**src/rtl/if_fetch_stage.sv**
```systemverilog
// ---------------------------------------------------------------------------
// if_fetch_stage
//
// Instruction-fetch stage. It owns the program counter, issues one
// instruction-memory request at a time over a valid/ready handshake, and
// loads each returned word into the IF/ID pipeline register. It supports
// back-pressure from ID (stall) and flushes on a taken branch/jump (redirect).
//
// The next PC is chosen by an external 32-bit 2:1 mux. This block drives
// pc_plus4 into mux input 0, the branch/jump target drives input 1, and
// redirect is the mux select. The mux output comes back in as next_pc.
//
// Ports:
//   clk, rst        rising-edge clock, asynchronous active-high reset
//   next_pc         next-PC mux output (low two bits ignored)
//   redirect        taken branch/jump; flushes IF/ID, beats stall
//   stall           ID cannot accept; IF/ID holds
//   pc, pc_plus4    current fetch PC and pc + 4 (combinational)
//   imem_req_*      fetch request handshake (addr = pc)
//   imem_rsp_*      returned instruction word
//   if_id_*         IF/ID register: valid flag, PC and instruction
// ---------------------------------------------------------------------------
module if_fetch_stage #(
  parameter logic [31:0] RESET_PC  = 32'h0000_0000,
  parameter logic [31:0] NOP_INSTR = 32'h0000_0013
) (
  input  logic        clk,
  input  logic        rst,
  input  logic [31:0] next_pc,
  input  logic        redirect,
  input  logic        stall,
  output logic [31:0] pc,
  output logic [31:0] pc_plus4,
  output logic        imem_req_valid,
  output logic [31:0] imem_req_addr,
  input  logic        imem_req_ready,
  input  logic        imem_rsp_valid,
  input  logic [31:0] imem_rsp_data,
  output logic        if_id_valid,
  output logic [31:0] if_id_pc,
  output logic [31:0] if_id_instr
);

  // REQ: offering a request. WAIT: one request outstanding.
  // HOLD: a word arrived during a stall and sits in the skid buffer.
  typedef enum logic [1:0] {
    ST_REQ  = 2'd0,
    ST_WAIT = 2'd1,
    ST_HOLD = 2'd2
  } state_e;

  state_e      state_q, state_d;
  logic [31:0] pc_q, pc_d;
  logic [31:0] fetch_pc_q, fetch_pc_d;
  logic        drop_q, drop_d;
  logic [31:0] skid_pc_q, skid_pc_d;
  logic [31:0] skid_instr_q, skid_instr_d;
  logic        if_id_valid_q, if_id_valid_d;
  logic [31:0] if_id_pc_q, if_id_pc_d;
  logic [31:0] if_id_instr_q, if_id_instr_d;

  logic        load_en;
  logic [31:0] load_pc;
  logic [31:0] load_instr;
  logic [31:0] next_pc_aligned;
  logic        unused_next_pc_lsbs;

  // The PC is word aligned, so the mux output's low bits are dropped.
  assign next_pc_aligned     = {next_pc[31:2], 2'b00};
  assign unused_next_pc_lsbs = ^next_pc[1:0];

  assign pc             = pc_q;
  assign pc_plus4       = pc_q + 32'd4;
  assign imem_req_addr  = pc_q;
  // Reset forces the state to REQ, so the request is masked while rst is high.
  assign imem_req_valid = (state_q == ST_REQ) && !rst;
  assign if_id_valid    = if_id_valid_q;
  assign if_id_pc       = if_id_pc_q;
  assign if_id_instr    = if_id_instr_q;

  // Next-state logic. A redirect overrides everything else in its cycle:
  // it flushes IF/ID and the skid buffer, and any word already requested
  // for the old path is marked to be dropped when it returns.
  always_comb begin
    state_d       = state_q;
    pc_d          = pc_q;
    fetch_pc_d    = fetch_pc_q;
    drop_d        = drop_q;
    skid_pc_d     = skid_pc_q;
    skid_instr_d  = skid_instr_q;
    if_id_valid_d = if_id_valid_q;
    if_id_pc_d    = if_id_pc_q;
    if_id_instr_d = if_id_instr_q;
    load_en       = 1'b0;
    load_pc       = 32'd0;
    load_instr    = NOP_INSTR;

    if (redirect) begin
      pc_d          = next_pc_aligned;
      if_id_valid_d = 1'b0;
      if_id_pc_d    = 32'd0;
      if_id_instr_d = NOP_INSTR;
      skid_pc_d     = 32'd0;
      skid_instr_d  = NOP_INSTR;
      case (state_q)
        ST_REQ: begin
          if (imem_req_ready) begin
            state_d = ST_WAIT;
            drop_d  = 1'b1;
          end
        end
        ST_WAIT: begin
          if (imem_rsp_valid) begin
            state_d = ST_REQ;
            drop_d  = 1'b0;
          end else begin
            drop_d  = 1'b1;
          end
        end
        default: begin
          state_d = ST_REQ;
        end
      endcase
    end else begin
      case (state_q)
        ST_REQ: begin
          if (imem_req_ready) begin
            fetch_pc_d = pc_q;
            pc_d       = next_pc_aligned;
            state_d    = ST_WAIT;
          end
        end
        ST_WAIT: begin
          if (imem_rsp_valid) begin
            state_d = ST_REQ;
            if (drop_q) begin
              drop_d = 1'b0;
            end else if (!stall) begin
              load_en    = 1'b1;
              load_pc    = fetch_pc_q;
              load_instr = imem_rsp_data;
            end else begin
              skid_pc_d    = fetch_pc_q;
              skid_instr_d = imem_rsp_data;
              state_d      = ST_HOLD;
            end
          end
        end
        default: begin
          if (!stall) begin
            load_en    = 1'b1;
            load_pc    = skid_pc_q;
            load_instr = skid_instr_q;
            state_d    = ST_REQ;
          end
        end
      endcase

      // Without a stall, IF/ID either takes a new word or drains to a bubble
      // (PC field kept). With a stall it simply holds.
      if (load_en) begin
        if_id_valid_d = 1'b1;
        if_id_pc_d    = load_pc;
        if_id_instr_d = load_instr;
      end else if (!stall) begin
        if_id_valid_d = 1'b0;
        if_id_instr_d = NOP_INSTR;
      end
    end
  end

  // State and pipeline registers.
  always_ff @(posedge clk or posedge rst) begin
    if (rst) begin
      state_q       <= ST_REQ;
      pc_q          <= {RESET_PC[31:2], 2'b00};
      fetch_pc_q    <= 32'd0;
      drop_q        <= 1'b0;
      skid_pc_q     <= 32'd0;
      skid_instr_q  <= NOP_INSTR;
      if_id_valid_q <= 1'b0;
      if_id_pc_q    <= 32'd0;
      if_id_instr_q <= NOP_INSTR;
    end else begin
      state_q       <= state_d;
      pc_q          <= pc_d;
      fetch_pc_q    <= fetch_pc_d;
      drop_q        <= drop_d;
      skid_pc_q     <= skid_pc_d;
      skid_instr_q  <= skid_instr_d;
      if_id_valid_q <= if_id_valid_d;
      if_id_pc_q    <= if_id_pc_d;
      if_id_instr_q <= if_id_instr_d;
    end
  end

endmodule

```
**config.mk**
```make
export PLATFORM = sky130hd
export DESIGN_NAME = if_fetch_stage
export DESIGN_NICKNAME = d
export VERILOG_FILES = /design/src/rtl/if_fetch_stage.sv
export SDC_FILE = /design/constraint.sdc
export NUM_CORES = 1
export LEC_CHECK = 0
export ABC_CLOCK_PERIOD_IN_PS = 4880
export BUFFER_PORTS_ARGS = -buffer_cell sky130_fd_sc_hd__buf_2
export CORE_AREA = 2 2 171 173
export CTS_BUF_LIST = sky130_fd_sc_hd__clkbuf_4 sky130_fd_sc_hd__clkbuf_8
export CTS_CLUSTER_DIAMETER = 200
export DETAILED_ROUTE_END_ITERATION = 8
export DIE_AREA = 0 0 173 175
export GPL_TIMING_DRIVEN = 0
export SKIP_LAST_GASP = 1
export SYNTH_ARGS = -nofsm -noshare
export SYNTH_HDL_FRONTEND = slang
export SYNTH_SLANG_ARGS = --single-unit
```
**constraint.sdc**
```tcl
create_clock -name clk -period 4.88 [get_ports clk]
set_input_delay 0.244 -clock clk [delete_from_list [all_inputs] [get_ports clk]]
set_output_delay 0.244 -clock clk [all_outputs]
set_load 0.02 [all_outputs]
```
==> results.cfg, run 1 <==
[power]
p_sw_frac = 0.319
p_int_w = 0.00273
power.leakage_nw = 5.17
power.share.clock = 0.290
vdd_drop_max_uv = 156
p_switching_w = 0.00128
pwr-share-comb = 0.227
p_seq_frac = 0.483
powerDensity_mw_per_mm2 = 362

[logic_synthesis]
async_reset_ff_frac = 1.00
netlist_area_sq_mm = 0.00840
synth_top_area_cell = dfrtp_1
synth-seq-cells = 188
synthFlopType = dfrtp_1
synthTopCellsByCount = dfrtp_1, mux2_2, a22o_1, mux2i_1, nand2_1
synth_area_leaders = dfrtp_1, mux2_2, mux2i_1
yosys_warnings = 0
syn-mean-instance-area_sq_um = 12.1
yosysMostFrequentCell = dfrtp_1
syn_inst = 692
synth-edff-count = 0
synth_seq_area_share = 0.561
synth.top_cell.area_share = 0.542
ys_types = 39

[die]
dieArea_sq_mm = 0.0303
coreArea_sq_mm = 0.0284
fp.dieH_um = 175
num_rows = 62
start_util = 0.296
fp.dieW_um = 173
ios = 232

[global_routing]
grt_pass1_vias = 6528
grt_overflow = 0
antenna_found_initial = 0
grt_pass1_wl_mm = 36.8
grtUsageTotal = 0.154
grt_max_degree = 41

[final_layout]
final_nets = 1065
final_area_sq_mm = 0.0111
area.growth.synth_to_final_pct = 31.7
drive_gt1_frac = 0.395
fillCellCount = 2839
n_antenna_cell = 0
post-route-util = 0.390

[timing]
max_freq_mhz = 347
min_period_over_period = 0.591
setup_viol = 0
period_minus_slack_ps = 2880
final-hold-violation-count = 0
worst_pin_slew_ps = 705
grt_setup_unrepaired = false
report.final.slew_viol_count = 0
setup_tns_ps = 0
skew_ps = 13.5
worst_slack_ps = 2000
max-slew-margin-rel = 0.530

[drt]
drc_errors = 0
wire_per_inst_um = 16.7
drt_first_pass_iters = 4
final_antenna_net_count = 0
routed_wl_mm = 23.2
vias_per_cell = 4.63
drtIter0Drc = 326
vias = 6445

[place]
io_buffers = 221
place_ws_ps = 2410
placed_area_sq_mm = 0.0101
routabilityCongestion = 0.746
dp_hpwl_mm = 16.5

[setup_path]
critPathTopFamily = simple AND/OR/NAND/NOR gates
crit_fanout = 9
path_cells = ha_1, nand3_1, nor4_4, nand4_1, xnor2_1, buf_2
cpMaxStageDelayCell = dfrtp_1
start_kind = flip-flop
crit_type = reg -> out
crit_arrival_ps = 2640
cpPeakStageDelay_ps = 570
crit_required_ps = 4640
worst-path-buf-inv = 1
cp-end-kind = primary output

[clocking]
cts_tree = yes
path_clk_slew_ps = 100
clk_latency_ps = 460
cts_root_buffer = clkbuf_8
htreeDepth = 4
cts_setup_buffers = 0
cts_hold_buf = 50
cts_buffers = 17
clock-sinks = 188
cts-resized-gates = 0
clockBufferDepth = 2

[min_path]
hp-class = in -> reg

[job]
max_cap_violations = 0

[status]
status = complete, no violations
## power by group through the flow
stage | logic, W | clock network [W] | registers, W
after floorplan | 0.000544 | 0 | 0.00198
after global placement | 0.000871 | 0 | 0.00196
after detailed placement | 0.000888 | 0 | 0.00197
after CTS | 0.000922 | 0.00120 | 0.00194
after global routing | 0.000989 | 0.00127 | 0.00197
final | 0.000908 | 0.00116 | 0.00193
## cell usage in the layout (no fill, tap or decap), types with 39 or more instances in the layout
master,synthesis,final
buf_2,26,247
buf_4,39,39
mux2i_1,59,59
a22o_1,59,59
dfrtp_1,182,182
mux2_2,60,60
dlygate4sd3_1,0,50
nor2_1,42,42
nand2_1,47,47
## per-layer routing
layer / vias up / part of all wire / track usage
met4: 0 / 0.015 / 0.0452
met5: - / 0 / 0
li1: 3030 / - / -
met2: 184 / 0.48 / 0.252
met3: 19 / 0.050 / 0.0289
met1: 3212 / 0.46 / 0.209
## cells by family after synthesis
kind of cell | after synthesis | share of synthesized area
AOI/OAI and AO/OA | 134 | 0.118
and+or+nand+nor | 132 | 0.0780
muxes | 119 | 0.151
buffers and inverters | 89 | 0.0610
adders and majority gates | 1 | 0.00149
DFF | 188 | 0.561
other | 1 | 0.000446
xor gates and xnor gates | 28 | 0.0292
## area by class of cell
type,count,area [sq um],share of cell area
inverter,6,26.3,0.00238
timing repair buffer,276,1710,0.154
clock buffer,21,289,0.0261
multi-input combinational,422,3200,0.290
sequential,188,4710,0.426
buffer,83,490,0.0443
clock inverter,11,154,0.0139
tap,384,480,0.0434
## registers in the layout (all words and copies together) (netlist names)
name and flops:
imem_req_addr 30, drop_q 1, if_id_valid 1, skid_instr_q 32, if_id_pc 30, if_id_instr 32
skid_pc_q 30, fetch_pc_q 30, state_q 2
## final timing paths
| path | depth (start not counted) | to | from | slack [ps] |
|---|---|---|---|---|
| setup / recovery | 6 | pc_plus4[28] | imem_req_addr[2] | 2000 |
| hold reg to reg | 2 | if_id_instr[22] | if_id_instr[22] | 480 |
| hold / removal | 2 | skid_instr_q[24] | imem_rsp_data[24] | 40 |
| max in group asynchronous | 7 | if_id_pc[18] | rst | 3200 |
| setup reg to reg | 4 | fetch_pc_q[15] | state_q[0] | 2680 |
| min in group asynchronous | 3 | if_id_instr[8] | rst | 380 |
## stage by stage
stage	instances	total power, W	hold WS [ps]
final	1391	0.00400	37.4
after detailed placement	1309	0.00286	331
after global placement	1304	0.00283	454
after floorplan	699	0.00252	372
after global routing	1391	0.00422	4.07
after CTS	1391	0.00406	0.0123
No activity file was read; power rests on OpenSTA's default activity.
==> run 2, diff against run 1 <==
- ABC_CLOCK_PERIOD_IN_PS: 4880 -> 2800
- clock period: 4.88 -> 2.8 ns (I/O delays scaled with it)
==> run 2 against run 1 <==
  * First-iteration DRC count shrank 3.7%
  * Routed wire length increased by 0.96%
  * Core utilization rose by 0.57 points
  * Non-clock buffer count up 15
  * Clock skew shrank 1.1 ps
  * Register-to-register slack got worse by 2000 ps
  * Worst hold slack improved by 36 ps
  * Global-route usage up 0.12 points
  * Cell count rose by 1.1%
==> results.cfg, run 2 (synthesized netlist as in run 1, its figures left out) <==
[drt]
vias = 6495
routed_wl_mm = 23.4
drt_first_pass_iters = 4
drc_errors = 0
final_antenna_net_count = 0
wire_per_inst_um = 16.6
drtIter0Drc = 314
vias_per_cell = 4.62

[clocking]
cts_root_buffer = clkbuf_8
cts_tree = yes
htreeDepth = 4
cts_buffers = 17
path_clk_slew_ps = 100
clock-sinks = 188
clk_latency_ps = 460
clockBufferDepth = 2

[setup_path]
cpPeakStageDelay_ps = 530
timing.rr.end = skid_instr_q[24]
cpMaxStageDelayCell = dfrtp_1
r2r-start = state_q[0]
crit_arrival_ps = 2450
crit_type = reg -> out
reg2reg_depth = 5
crit_fanout = 8
r2r_slack_ps = 680
crit_required_ps = 2660
cp-end-kind = primary output
path_cells = ha_2, nand3_1, nor4_4, buf_12, nand4_1, xnor2_1, buf_2
start_kind = flip-flop

[timing]
skew_ps = 12.4
worst_pin_slew_ps = 721
report.final.slew_viol_count = 0
setup_tns_ps = 0
final-hold-violation-count = 0
setup_viol = 0
grt_setup_unrepaired = false
period_minus_slack_ps = 2590
min_period_over_period = 0.926
max-slew-margin-rel = 0.520
whs_ps = 73.1
max_freq_mhz = 385

[global_routing]
grt_pass1_wl_mm = 37.1
grtUsageTotal = 0.155
grt_overflow = 0
grt_max_degree = 41
antenna_found_initial = 0
grt_pass1_vias = 6596

[job]
max_cap_violations = 0

[die]
dieArea_sq_mm = 0.0303
fp.dieH_um = 175
fp.dieW_um = 173
start_util = 0.296
ios = 232
coreArea_sq_mm = 0.0284
num_rows = 62

[min_path]
hp-class = in -> reg
hold_start = imem_rsp_valid
whs_path_depth = 4
worstHoldEndpoint = drop_q

[place]
placedCellCount = 1309
io_buffers = 221
placed_area_sq_mm = 0.0101
dp_hpwl_mm = 16.5
routabilityCongestion = 0.746

[final_layout]
final_cell_mix = buf_2, dfrtp_1, dlygate4sd3_1
final_nets = 1080
post-route-util = 0.395
n_antenna_cell = 0
fillCellCount = 2817
area.growth.synth_to_final_pct = 33.6
drive_gt1_frac = 0.393
final_cells = 1406
final_common_cell = buf_2
final_area_sq_mm = 0.0112

[power]
powerDensity_mw_per_mm2 = 623
vdd_drop_max_uv = 272
power.leakage_nw = 5.23

[status]
status = complete, no violations
-- run 2: cell count changes in the layout (fill, tap and decap cells not counted) --
cell,previous run,this run
buf_12,5,6
buf_4,39,40
dfrtp_1,182,181
dfrtp_2,0,1
dlygate4sd3_1,50,63
ha_1,1,0
ha_2,0,1
-- run 2: worst max-delay path, delay by kind of cell, from the launching register on --
kind / cells / cell delay [ps]
adder cells (fa/ha/maj): 1 / 320
buffers and inverters: 2 / 360
flip-flops: 1 / 530
XOR/XNOR: 1 / 190
AND/OR/NAND/NOR: 3 / 600
-- run 2: timing repair --
item | 4_1_cts | 5_1_grt
endpoints found under the setup margin | 4 | 10
cloned | 0 | 0
endpoints found under the hold margin | 111 | 0
hold buffers | 63 | 0
gates resized for setup | 0 | 2
pin swaps | 1 | 1
buffers inserted | 1 | 1
-- run 2: layout make-up --
type                       instances  area [sq um]  area share
buffer                            83           490      0.0437
clock buffer                      21           289      0.0257
clock inverter                    11           154      0.0137
inverter                           6          26.3     0.00234
multi-input combinational        422          3210       0.286
sequential                       188          4710       0.420
tap                              384           480      0.0428
timing repair buffer             291          1860       0.166
-- run 2: worst max path at each step --
stage,from,endpoint,slack (ps),cells after the start
after floorplan,rst,drop_q,240,1
after global placement,rst,imem_req_addr[25],-1100,2
after detailed placement,imem_req_addr[2],pc_plus4[30],430,6
after CTS,imem_req_addr[2],pc_plus4[30],60,7
after global routing,imem_req_addr[3],pc_plus4[26],20,7
final,imem_req_addr[3],pc_plus4[28],210,7
-- run 2: metrics by stage --
stage	power (W)	setup WS, ps
after global routing	0.00737	20.4
after floorplan	0.00440	244
final	0.00699	206
after detailed placement	0.00498	429
after global placement	0.00493	-1100
after CTS	0.00709	57.1
-- run 2: per-layer routing --
layer / up-vias / GRT usage / share of wire
li1: 3062 / - / -
met1: 3230 / 0.210 / 0.46
met2: 180 / 0.255 / 0.48
met3: 23 / 0.0287 / 0.049
met4: 0 / 0.0452 / 0.016
met5: - / 0 / 0
-- run 2: report_power, final --
part	switching (W)	internal, W
Sequential	0.000332	0.00304
Clock	0.00103	0.000993
Combinational	0.000862	0.000737
